<file path="src/rtl/coin_acceptor.sv">
// coin_acceptor
// Front end for the vending machine coin path. Two raw, bouncy coin sensors
// (5 rs and 10 rs) are synchronised, debounced and turned into one event per
// inserted coin. Events are screened (simultaneous/overlapping coins, disabled
// acceptance, full buffer) and good coins are queued in a small FIFO. A
// sequencer replays the queue onto the vending machine input bus.
//
// Output protocol: coin_code is a single-cycle code (01 = 5 rs, 10 = 10 rs)
// followed by at least GAP_CYCLES cycles of 00, so codes start no closer than
// GAP_CYCLES+2 cycles apart. The consumer applies back-pressure with hold,
// which is only looked at before a new code starts; a started code always
// completes. There is no per-code acknowledge.
//
// Ports:
//   clk, rst       system clock, asynchronous active-high reset
//   coin5_raw      raw 5 rs sensor (asynchronous to clk)
//   coin10_raw     raw 10 rs sensor (asynchronous to clk)
//   accept_en      1 = coins may be queued, 0 = every new coin is rejected
//   hold           1 = do not start a new code (downstream busy)
//   coin_code      coin code to vending machine (never 2'b11)
//   reject         one-cycle pulse per coin that was not queued
//   jam            high while both debounced lines are high
//   fifo_level     number of queued coins, 0..FIFO_DEPTH
module coin_acceptor #(
  parameter int DEBOUNCE_CYCLES = 4,
  parameter int FIFO_DEPTH      = 4,
  parameter int GAP_CYCLES      = 1
) (
  input  logic                              clk,
  input  logic                              rst,
  input  logic                              coin5_raw,
  input  logic                              coin10_raw,
  input  logic                              accept_en,
  input  logic                              hold,
  output logic [1:0]                        coin_code,
  output logic                              reject,
  output logic                              jam,
  output logic [$clog2(FIFO_DEPTH+1)-1:0]   fifo_level
);

  localparam int CW = $clog2(DEBOUNCE_CYCLES + 1);
  localparam int PW = $clog2(FIFO_DEPTH);
  localparam int LW = $clog2(FIFO_DEPTH + 1);
  localparam int GW = $clog2(GAP_CYCLES + 1);

  // Index 0 is the 5 rs line, index 1 the 10 rs line.
  logic [1:0]    raw;
  logic [1:0]    sync_a;
  logic [1:0]    sync_b;
  logic [1:0]    deb;
  logic [1:0]    deb_q;
  logic [CW-1:0] db_cnt [2];

  assign raw = {coin10_raw, coin5_raw};

  // --------------------------------------------------------------------------
  // Synchroniser and debouncer. The counter measures how long the synced
  // value has disagreed with the debounced level; it restarts on any
  // agreement, so a bouncing line never gets through.
  // --------------------------------------------------------------------------
  always_ff @(posedge clk or posedge rst) begin
    if (rst) begin
      sync_a    <= '0;
      sync_b    <= '0;
      deb       <= '0;
      deb_q     <= '0;
      db_cnt[0] <= '0;
      db_cnt[1] <= '0;
    end else begin
      sync_a <= raw;
      sync_b <= sync_a;
      deb_q  <= deb;
      for (int i = 0; i < 2; i++) begin
        if (sync_b[i] != deb[i]) begin
          if (db_cnt[i] == CW'(DEBOUNCE_CYCLES - 1)) begin
            deb[i]    <= ~deb[i];
            db_cnt[i] <= '0;
          end else begin
            db_cnt[i] <= db_cnt[i] + 1'b1;
          end
        end else begin
          db_cnt[i] <= '0;
        end
      end
    end
  end

  // --------------------------------------------------------------------------
  // Event detection and screening
  // --------------------------------------------------------------------------
  logic [1:0]    ev;
  logic          conflict;
  logic          fifo_full;
  logic          reject_next;
  logic          push;
  logic [1:0]    push_code;
  logic [LW-1:0] count;

  assign ev = deb & ~deb_q;
  // A coin event while the other line is debounced high is ambiguous; this
  // also covers both events landing in the same cycle, since each event
  // implies its own debounced level is high.
  assign conflict    = (ev[0] & deb[1]) | (ev[1] & deb[0]);
  // Fullness uses the registered count, so a same-cycle pop cannot make
  // room for a push.
  assign fifo_full   = (count == LW'(FIFO_DEPTH));
  assign reject_next = (|ev) & (conflict | ~accept_en | fifo_full);
  assign push        = (|ev) & ~reject_next;
  assign push_code   = ev[0] ? 2'b01 : 2'b10;

  always_ff @(posedge clk or posedge rst) begin
    if (rst) begin
      reject <= 1'b0;
      jam    <= 1'b0;
    end else begin
      reject <= reject_next;
      jam    <= deb[0] & deb[1];
    end
  end

  // --------------------------------------------------------------------------
  // Coin FIFO (power-of-two depth, pointers wrap naturally)
  // --------------------------------------------------------------------------
  logic [1:0]    mem [FIFO_DEPTH];
  logic [PW-1:0] wr_ptr;
  logic [PW-1:0] rd_ptr;
  logic          pop;

  always_ff @(posedge clk) begin
    if (push) begin
      mem[wr_ptr] <= push_code;
    end
  end

  always_ff @(posedge clk or posedge rst) begin
    if (rst) begin
      wr_ptr <= '0;
      rd_ptr <= '0;
      count  <= '0;
    end else begin
      if (push) wr_ptr <= wr_ptr + 1'b1;
      if (pop)  rd_ptr <= rd_ptr + 1'b1;
      case ({push, pop})
        2'b10:   count <= count + 1'b1;
        2'b01:   count <= count - 1'b1;
        default: count <= count;
      endcase
    end
  end

  assign fifo_level = count;

  // --------------------------------------------------------------------------
  // Emission sequencer
  // --------------------------------------------------------------------------
  typedef enum logic [1:0] {
    IDLE = 2'd0,
    EMIT = 2'd1,
    GAP  = 2'd2
  } seq_state_t;

  seq_state_t    state;
  seq_state_t    state_next;
  logic [1:0]    code_next;
  logic [GW-1:0] gap_cnt;

  always_ff @(posedge clk or posedge rst) begin
    if (rst) begin
      state     <= IDLE;
      coin_code <= 2'b00;
      gap_cnt   <= '0;
    end else begin
      state     <= state_next;
      coin_code <= code_next;
      gap_cnt   <= (state == GAP) ? gap_cnt + 1'b1 : '0;
    end
  end

  always_comb begin
    state_next = state;
    pop        = 1'b0;
    code_next  = 2'b00;
    case (state)
      IDLE: begin
        if ((count != '0) && !hold) begin
          pop        = 1'b1;
          code_next  = mem[rd_ptr];
          state_next = EMIT;
        end
      end
      EMIT: begin
        state_next = GAP;
      end
      GAP: begin
        if (gap_cnt == GW'(GAP_CYCLES - 1)) begin
          state_next = IDLE;
        end
      end
      default: begin
        state_next = IDLE;
      end
    endcase
  end

endmodule

</file>
<file path="config.mk">
export PLATFORM = sky130hd
export DESIGN_NAME = coin_acceptor
export DESIGN_NICKNAME = d
export VERILOG_FILES = /design/src/rtl/coin_acceptor.sv
export SDC_FILE = /design/constraint.sdc
export NUM_CORES = 1
export LEC_CHECK = 0
export ABC_AREA = 1
export BUFFER_PORTS_ARGS = -buffer_cell sky130_fd_sc_hd__buf_2
export CORE_MARGIN = 2
export CORE_UTILIZATION = 35
export CTS_CLUSTER_DIAMETER = 40
export DETAILED_ROUTE_END_ITERATION = 12
export SLEW_MARGIN = 10
export SYNTH_ARGS = -nofsm -noshare
export SYNTH_HDL_FRONTEND = slang
export SYNTH_SLANG_ARGS = --single-unit
export TNS_END_PERCENT = 20
</file>
<file path="constraint.sdc">
create_clock -name clk -period 2.6 [get_ports clk]
set_input_delay 0.26 -clock clk [delete_from_list [all_inputs] [get_ports clk]]
set_output_delay 0.26 -clock clk [all_outputs]
set_load 0.03 [all_outputs]
</file>
### Word level (Yosys, flattened, before mapping)

Memory sizes are Yosys's and may differ from the RTL's.
Cells that the tools add are included.

* output and inout port bits: 7
* logic and storage cells: 73
* register bits: 28
* memories kept: 1
* latch bits: 0
* RAM bits: 8
* input port bits: 6
* bits in read-only memories: 0

* multiplexer cells: 16
* eq/ne operators: 11
* multiply operators: 0
* divide/modulo/power cells: 0
* $add $sub $neg: 7
* bitwise logic cells: 14
* order comparisons: 0
* shifts and indexed selects: 0
* reduce and logical (&&, ||, !) cells: 9

Memory list
* mem: depth 4, bits a word 2, rd ports 1, clocked after Yosys merged registers in 0, write ports 1, line 124 `logic [1:0] mem [FIFO_DEPTH];`

Operator list (number)
* $mux W3: 4
* $mux W2: 5
* $add A3 B1 Y3 const B: 3
* $eq A3 B2 Y1 const B: 2
* $pmux W2 S3: 1
* $pmux W3 S2: 1
* $reduce_and A2 Y1: 3
* $and A1 B1 Y1: 5
* $mux W1: 5
* $add A2 B1 Y2 const B: 2
* $eq A2 B1 Y1 const B: 2
* $eq A2 B2 Y1 const B: 2
* $ne A2 B2 Y1 const B: 2
* $not A1 Y1: 4
* $eq A3 B3 Y1 const B: 1
* $or A1 B1 Y1: 3
* $reduce_bool A3 Y1: 1
* $sub A3 B1 Y3 const B: 1
* $and A2 B2 Y2: 1
* $logic_not A2 Y1: 1
* $ne A1 B1 Y1: 2
* $not A2 Y2: 1
* $reduce_bool A2 Y1: 1
* $reduce_or A2 Y1: 1
* 3 further kinds: 3

### Longest topological paths before layout

Gate-level depths: netlist of the first run.

* depth in word-level cells: 11
* mapped depth: 11
* gate-level depth less buffers: 11

### Least setup slack after synthesis of the first run

OpenSTA, ideal clock, no wires.

* path type: flip-flop to flip-flop
* start point: reg count[0] (netlist: fifo_level[0])
* end point: reg count[2] (netlist: fifo_level[2])
* library setup time: 79 ps
* path buffers: 0
* setup slack: 560 ps
* period minus slack after synthesis: 2040 ps
* required time: 2521 ps
* stages on the path, launching flop included: 10
* arrival: 1961 ps
* cells stage by stage: dfrtp_1 nor2_2 a21oi_4 nand3_4 ha_1 inv_1 fa_1 or2_2 nand2_1 xor2_1

* word-level cells in the longest chain between the ends: 7
* elaborated cells on any way between the ends: 15
* those cells by class: 2 x add/sub; 3 x eq/ne; 3 x mux; 4 x bitwise; 3 x reduce/logical

RTL lines
* start, declared: line 97 `logic [LW-1:0] count;`
* start signal, assigned: line 144 `2'b10: count <= count + 1'b1;`
* start signal, assigned: line 145 `2'b01: count <= count - 1'b1;`
* start signal, assigned: line 146 `default: count <= count;`
* $eq A3 B3 Y1: line 106 `assign fifo_full = (count == LW'(FIFO_DEPTH));`
* $or A1 B1 Y1: line 107 `assign reject_next = (|ev) & (conflict | ~accept_en | fifo_full);`
* $and A1 B1 Y1: line 107
* $not A1 Y1: line 108 `assign push = (|ev) & ~reject_next;`
* $and A1 B1 Y1: line 108
* $eq A2 B1 Y1 / $eq A2 B2 Y1 (equally long branches): line 143 `case ({push, pop})`
* $pmux W3 S2 / $reduce_bool A2 Y1 (equally long branches)

Parallel ways exist; a longest one is shown, timed or not.
A chain may end at the register's enable or synchronous reset.

### Worst setup path after layout of the first run

* start point: reg deb[0]
* end point: reg count[2] (netlist: fifo_level[2])

* word-level cells in the longest chain between the ends: 10
* elaborated cells on any way between the ends: 14
* those cells by class: 2 x eq/ne; 1 x mux; 9 x bitwise; 2 x reduce/logical

RTL lines
* start, declared: line 50 `logic [1:0] deb;`
* start signal, assigned by index: line 76 `deb[i] <= ~deb[i];`
* $and A2 B2 Y2: line 99 `assign ev = deb & ~deb_q;`
* $and A1 B1 Y1: line 103 `assign conflict = (ev[0] & deb[1]) | (ev[1] & deb[0]);`
* $or A1 B1 Y1: line 103
* $or A1 B1 Y1 (2 in a row): line 107
* $and A1 B1 Y1: line 107
* $not A1 Y1: line 108
* $and A1 B1 Y1 (*): line 108
* $eq A2 B1 Y1 / $eq A2 B2 Y1 (equally long branches): line 143
* $pmux W3 S2 / $reduce_bool A2 Y1 (equally long branches)

Every way passes the cells marked *; elsewhere a longest branch is shown, timed or not.

==> out/results.ini, run 1 <==
[layout]
drive_gt1_share_pct = 19.1
nets = 175
fillerInstances = 408
antenna_cells = 0
area_growth_pct = 15.2
post-route-util_pct = 42.6

[cts]
post-cts-setup-buffers = 0
clk_latency_ps = 280
cts-htree-levels = 2
cts_tree = done
clk_pin_slew_ps = 70
cts_resized = 0
holdBufCountCts = 0
cts.sinks = 36
ctsLongestPathBuffers = 2
cts-root-buf = clkbuf_8
cts_made_buffers = 5

[route]
routedWlPerCell_um = 10.4
drt_wl_total_um = 2210
first_pass_iters = 3
ant_nets = 0
drt_iter0_drc = 41
vias_per_cell = 4.28
via_count = 907
drcViolationCount = 0

[global_route]
antenna_found_initial = 0
grt_pass1_vias = 892
grt_start_max_net_pins = 29
grt_pass1_wl_um = 3860
grt_usage_pct = 10.4
overflow = 0

[power_and_ir_drop]
power.leakage_nw = 0.865
p_sw_mw = 0.762
pwr-share-clk_pct = 20.9
powerDensity_nw_per_um2 = 1160
swShare_pct = 37.8
pwr-share-comb_pct = 35.1
power_frac_seq_pct = 44.0
power.internal_mw = 1.25
ir_drop_uv = 416

[setup_path]
critical_path.startpoint_type = flop
crit_path_max_fanout = 7
arrival_ps = 2260
r2r-start = deb[0]
critical_path_class = reg -> reg
end_kind = flop
cp.required_ps = 2810
critPathLaunch = deb[0]

[synth]
ys_ff_latch = 36
ys_seq_area_share_pct = 62.3
synth_commonest_cells = 28 x dfrtp_1, 25 x inv_1, 24 x nand2_1, 13 x nor2_1, 8 x edfxtp_1
syn_nets = 155
async_flop_share_pct = 77.8
synth.most_common_cell = dfrtp_1
yosysWarnings = 0
yosys-top-cells-area = dfrtp_1 46%, edfxtp_1 16%, inv_1 6.2%, nand2_1 6.0%, ha_1 5.8%
synth_cell_types = 21
synth_cells = 141
netlist_area_um2 = 1510
synth.top_cell.area_share_pct = 46.4
yosys.area.top_type = dfrtp_1
avgSynthCellArea_um2 = 10.7
synth_ff_type = dfrtp_1
synth_edf_count = 8

[sta]
tightest_slew_ps = 345
slew_viol_final = 0
setup_violations = 0
timing.final.crit_share_pct = 79.0
fmaxAchievable_ghz = 0.487
tns_ps = 0
period_needed_ps = 2050
finalHoldViolations = 0
rsz0062_at_grt = false
max_slew_margin_pct = 77.0
finClkSkew_ps = 5.89

[floorplan]
rows = 23
die_area_um2 = 4860
ios = 13
core_um2 = 4090
die_h_um = 69.7
initial_core_util_pct = 37.0
die_w_um = 69.7

[placed_design]
place_congestion = 0.724
hpwl_um = 1660
io_buffers = 12

[status]
status = finished, final reports clean

[hold_path]
hp-class = in -> async

[flow_run]
drv_cap = 0

-- metal layers --
metal  global-route usage [%]  vias up  wire length [um]
met1                     11.2      414               954
li1                         -      477                 -
met5                        0        -                 0
met2                     17.4       12              1130
met4                     5.13        0                34
met3                     4.36        4                82
-- layout make-up --
type / instances / area, um^2 / share of cell area, %
tap: 50 / 62.6 / 3.59
timing repair buffer: 13 / 67.6 / 3.88
multi-input combinational: 78 / 468 / 26.9
sequential: 36 / 941 / 54.1
inverter: 27 / 101 / 5.82
clock buffer: 8 / 100 / 5.75
-- power by group through the flow --
stage | clock network, mW | registers (mW) | logic (mW)
floorplan | 0 | 0.966 | 0.469
global placement | 0 | 0.888 | 0.687
detailed placement | 0 | 0.897 | 0.716
CTS | 0.440 | 0.886 | 0.718
global route | 0.469 | 0.907 | 0.809
finish | 0.422 | 0.885 | 0.707
-- worst paths after layout --
path | end | slack (ps) | cells after the start
min | coin_code[0] | 30 | 3
min reg2reg | sync_b[0] | 350 | 0
max reg2reg | fifo_level[2] | 550 | 9
min in group clk | sync_a[1] | 90 | 1
max | fifo_level[2] | 550 | 9
max in group asynchronous | wr_ptr[1] | 2310 | 3
-- worst max-delay path, stage by stage, from the launching register on --
cell and delay [ps]:
dfrtp_1 420, nand2_1 190, nand2_2 120, nand3_4 140, ha_1 150, inv_1 60
fa_1 380, or2_2 300, nand2_1 90, xor2_1 140
-- metrics by stage --
stage                     std cells  power [mW]  area [um^2]  hold slack, ps  setup slack, ps
final                           212        2.01         1740            26.9              546
after global routing            212        2.18         1740            45.9              387
after CTS                       212        2.04         1740            33.7              546
after detailed placement        204        1.61         1640             342              543
after global placement          204        1.57         1640             338              635
after floorplan                 141        1.44         1510             291              560
-- state kept, by name (all words and copies together), names as in the netlist, 2 cells and up --
signal,count
fifo_level,3
sync_a,2
state,2
deb,2
db_cnt,6
deb_q,2
mem,8
rd_ptr,2
wr_ptr,2
sync_b,2
coin_code,2
-- kinds of logic after synthesis --
family,share of synthesized area [%]
fa+ha+maj,7.12
simple gates,16.0
compound gates,4.97
flops,62.3
buf+inv,6.71
xor+xnor,2.90
-- cells in the final DEF (no fill, tap or decap), types with 3 or more instances in the layout --
cell type  count
o21ai_0        7
nor2_2         3
xnor2_1        3
nor3_1         5
inv_1         25
edfxtp_1       8
nand2_1       24
clkbuf_8       7
a21oi_1        3
ha_1           7
buf_2         12
nor2_1        13
dfrtp_1       28
Power figures use the tool's default switching activity.
==> run 2: changes to the inputs <==
==> constraint.sdc (replaced) <==
create_clock -name clk -period 2.1 [get_ports clk]
set_input_delay 0.21 -clock clk [delete_from_list [all_inputs] [get_ports clk]]
set_output_delay 0.21 -clock clk [all_outputs]
set_load 0.03 [all_outputs]
==> run 2 against run 1 <==
  * Clock power rose by 23%
  * Total power rose by 29%
  * Largest cell class unchanged
  * First-iteration DRC count fell by 7.3%
  * Routed wire length rose by 5.0%
  * Critical path type unchanged
==> out/results.ini, run 2 (synthesis gave the netlist of run 1 again) <==
[status]
status = finished, final reports clean

[floorplan]
core_um2 = 4090  ; unchanged
die_h_um = 69.7  ; unchanged
die_w_um = 69.7  ; unchanged
die_area_um2 = 4860  ; unchanged
ios = 13  ; unchanged
rows = 23  ; unchanged
initial_core_util_pct = 37.0  ; unchanged

[route]
first_pass_iters = 4  ; +1
drt_iter0_drc = 38  ; -7.3%
ant_nets = 0  ; unchanged
vias_per_cell = 4.40  ; +2.8%
drt_wl_total_um = 2320  ; +5.0%
routedWlPerCell_um = 10.5  ; +1.2%
via_count = 968  ; +6.7%
drcViolationCount = 0  ; unchanged

[power_and_ir_drop]
powerDensity_nw_per_um2 = 1430  ; +24%
ir_drop_uv = 535  ; +29%
power.leakage_nw = 0.904  ; +4.6%

[flow_run]
drv_cap = 0  ; unchanged

[cts]
cts-root-buf = clkbuf_8
clk_pin_slew_ps = 70  ; about the same
ctsLongestPathBuffers = 2  ; unchanged
cts_made_buffers = 5  ; unchanged
cts.sinks = 36  ; unchanged
cts-htree-levels = 2  ; unchanged
clk_latency_ps = 280  ; about the same
cts_tree = done

[setup_path]
slowest_delay_ps = 420  ; about the same
r2r_setup_slack_ps = 150  ; -400 ps
end_kind = flop
worst_path_max_delay_cell = dfrtp_2
arrival_ps = 2160  ; -100 ps
crit_chain = nand2_1, inv_2, o21ai_2, nand3_4, ha_1, inv_1, fa_1, or2_2, nand2_1, xor2_1
crit_top_cell = nand2_1
crit_path_max_fanout = 5  ; -2
critical_path.startpoint_type = flop
critical_path_class = reg -> reg
cp.required_ps = 2310  ; -500 ps

[layout]
stdcell_area_um2 = 1820  ; +4.5%
fillerInstances = 410  ; +0.49%
final_common_cell = dfrtp_1
drive_gt1_share_pct = 24.7  ; +5.6 points
largest_reg_flops = 8  ; unchanged
top_register = mem
layout_common_cells = 26 x dfrtp_1, 24 x inv_1, 23 x nand2_1, 13 x nor2_1, 12 x buf_2
area_growth_pct = 20.4
antenna_cells = 0  ; unchanged
nets = 183  ; +4.6%

[sta]
finalHoldViolations = 0  ; unchanged
tightest_slew_ps = 342  ; -2.73 ps
layout_setup_ws_ps = 145  ; -401 ps
period_needed_ps = 1950  ; -98.8 ps
max_slew_margin_pct = 77.2  ; +0.18 points
fmaxAchievable_ghz = 0.512  ; +5.1%
setup_violations = 0  ; unchanged
finClkSkew_ps = 6.61  ; +0.715 ps
timing.final.crit_share_pct = 93.1  ; +14 points
slew_viol_final = 0  ; unchanged

[global_route]
grt_usage_pct = 10.8  ; +0.42 points
grt_pass1_wl_um = 4060  ; +5.2%
overflow = 0  ; unchanged
antenna_found_initial = 0  ; unchanged
grt_pass1_vias = 962  ; +7.8%
grt_start_max_net_pins = 29  ; unchanged
grt_busiest_layer = met2
grt_util_met2_pct = 18.4  ; +0.96 points
use_met3_pct = 4.51  ; +0.15 points
grt_use_met1_pct = 11.6  ; +0.35 points

[placed_design]
place_congestion = 0.740  ; +2.2%
postPlaceCellArea_um2 = 1640  ; unchanged
place_worst_setup_slack_ps = 19.9  ; -523 ps
hpwl_um = 1700  ; +2.8%
io_buffers = 12  ; unchanged

[hold_path]
hp-class = in -> reg

[run 2: where the power goes]
group	switching, mW	internal, mW
Clock	0.220	0.299
Combinational	0.599	0.379
Sequential	0.158	0.952
[run 2: layout make-up]
type                       instances  area [um^2]  area share (%)
clock buffer                       8          100            5.51
inverter                          27          101            5.57
sequential                        36          943            51.9
tap                               50         62.6            3.44
multi-input combinational         78          480            26.4
timing repair buffer              21          130            7.16
[run 2: path summary, 6_finish.rpt]
check	end	from	cells past startpoint
worst max-delay path	fifo_level[2]	deb[0]	10
worst min-delay path	sync_a[0]	coin5_raw	1
worst max register to register	fifo_level[2]	deb[0]	10
worst min register to register	sync_b[0]	sync_a[0]	0
max in group asynchronous	deb[0]	rst	4
min in group asynchronous	jam	rst	4
[run 2: metal layers]
metal,vias up,share of wire [%]
met5,-,0
li1,491,-
met4,0,1.6
met3,5,4.3
met1,456,40
met2,16,54
[run 2: what timing repair did]
item	4_1_cts	5_1_grt
buffers inserted	0	7
endpoints found under the setup margin	0	1
hold buffers	1	0
hold endpoints to repair	28	0
resized for setup	0	6
[run 2: through the flow]
stage	std cells	hold slack [ps]	total power, mW	TNS, ps	util (%)
6_report	220	36.9	2.61	0	44.5
3_5_place_dp	204	296	2.01	0	40.1
5_1_grt	220	14.5	2.84	-17.4	44.5
2_1_floorplan	141	241	1.78	0	-
4_1_cts	213	24.3	2.54	0	42.8
3_3_place_gp	204	295	1.95	0	40.1
[run 2: worst max-delay path, delay by kind of cell (launching register included)]
kind	cells	cell delay (ps)
compound gates	1	90
flops	1	420
fa+ha+maj	2	530
buf+inv	2	130
xor+xnor	1	140
simple gates	4	580
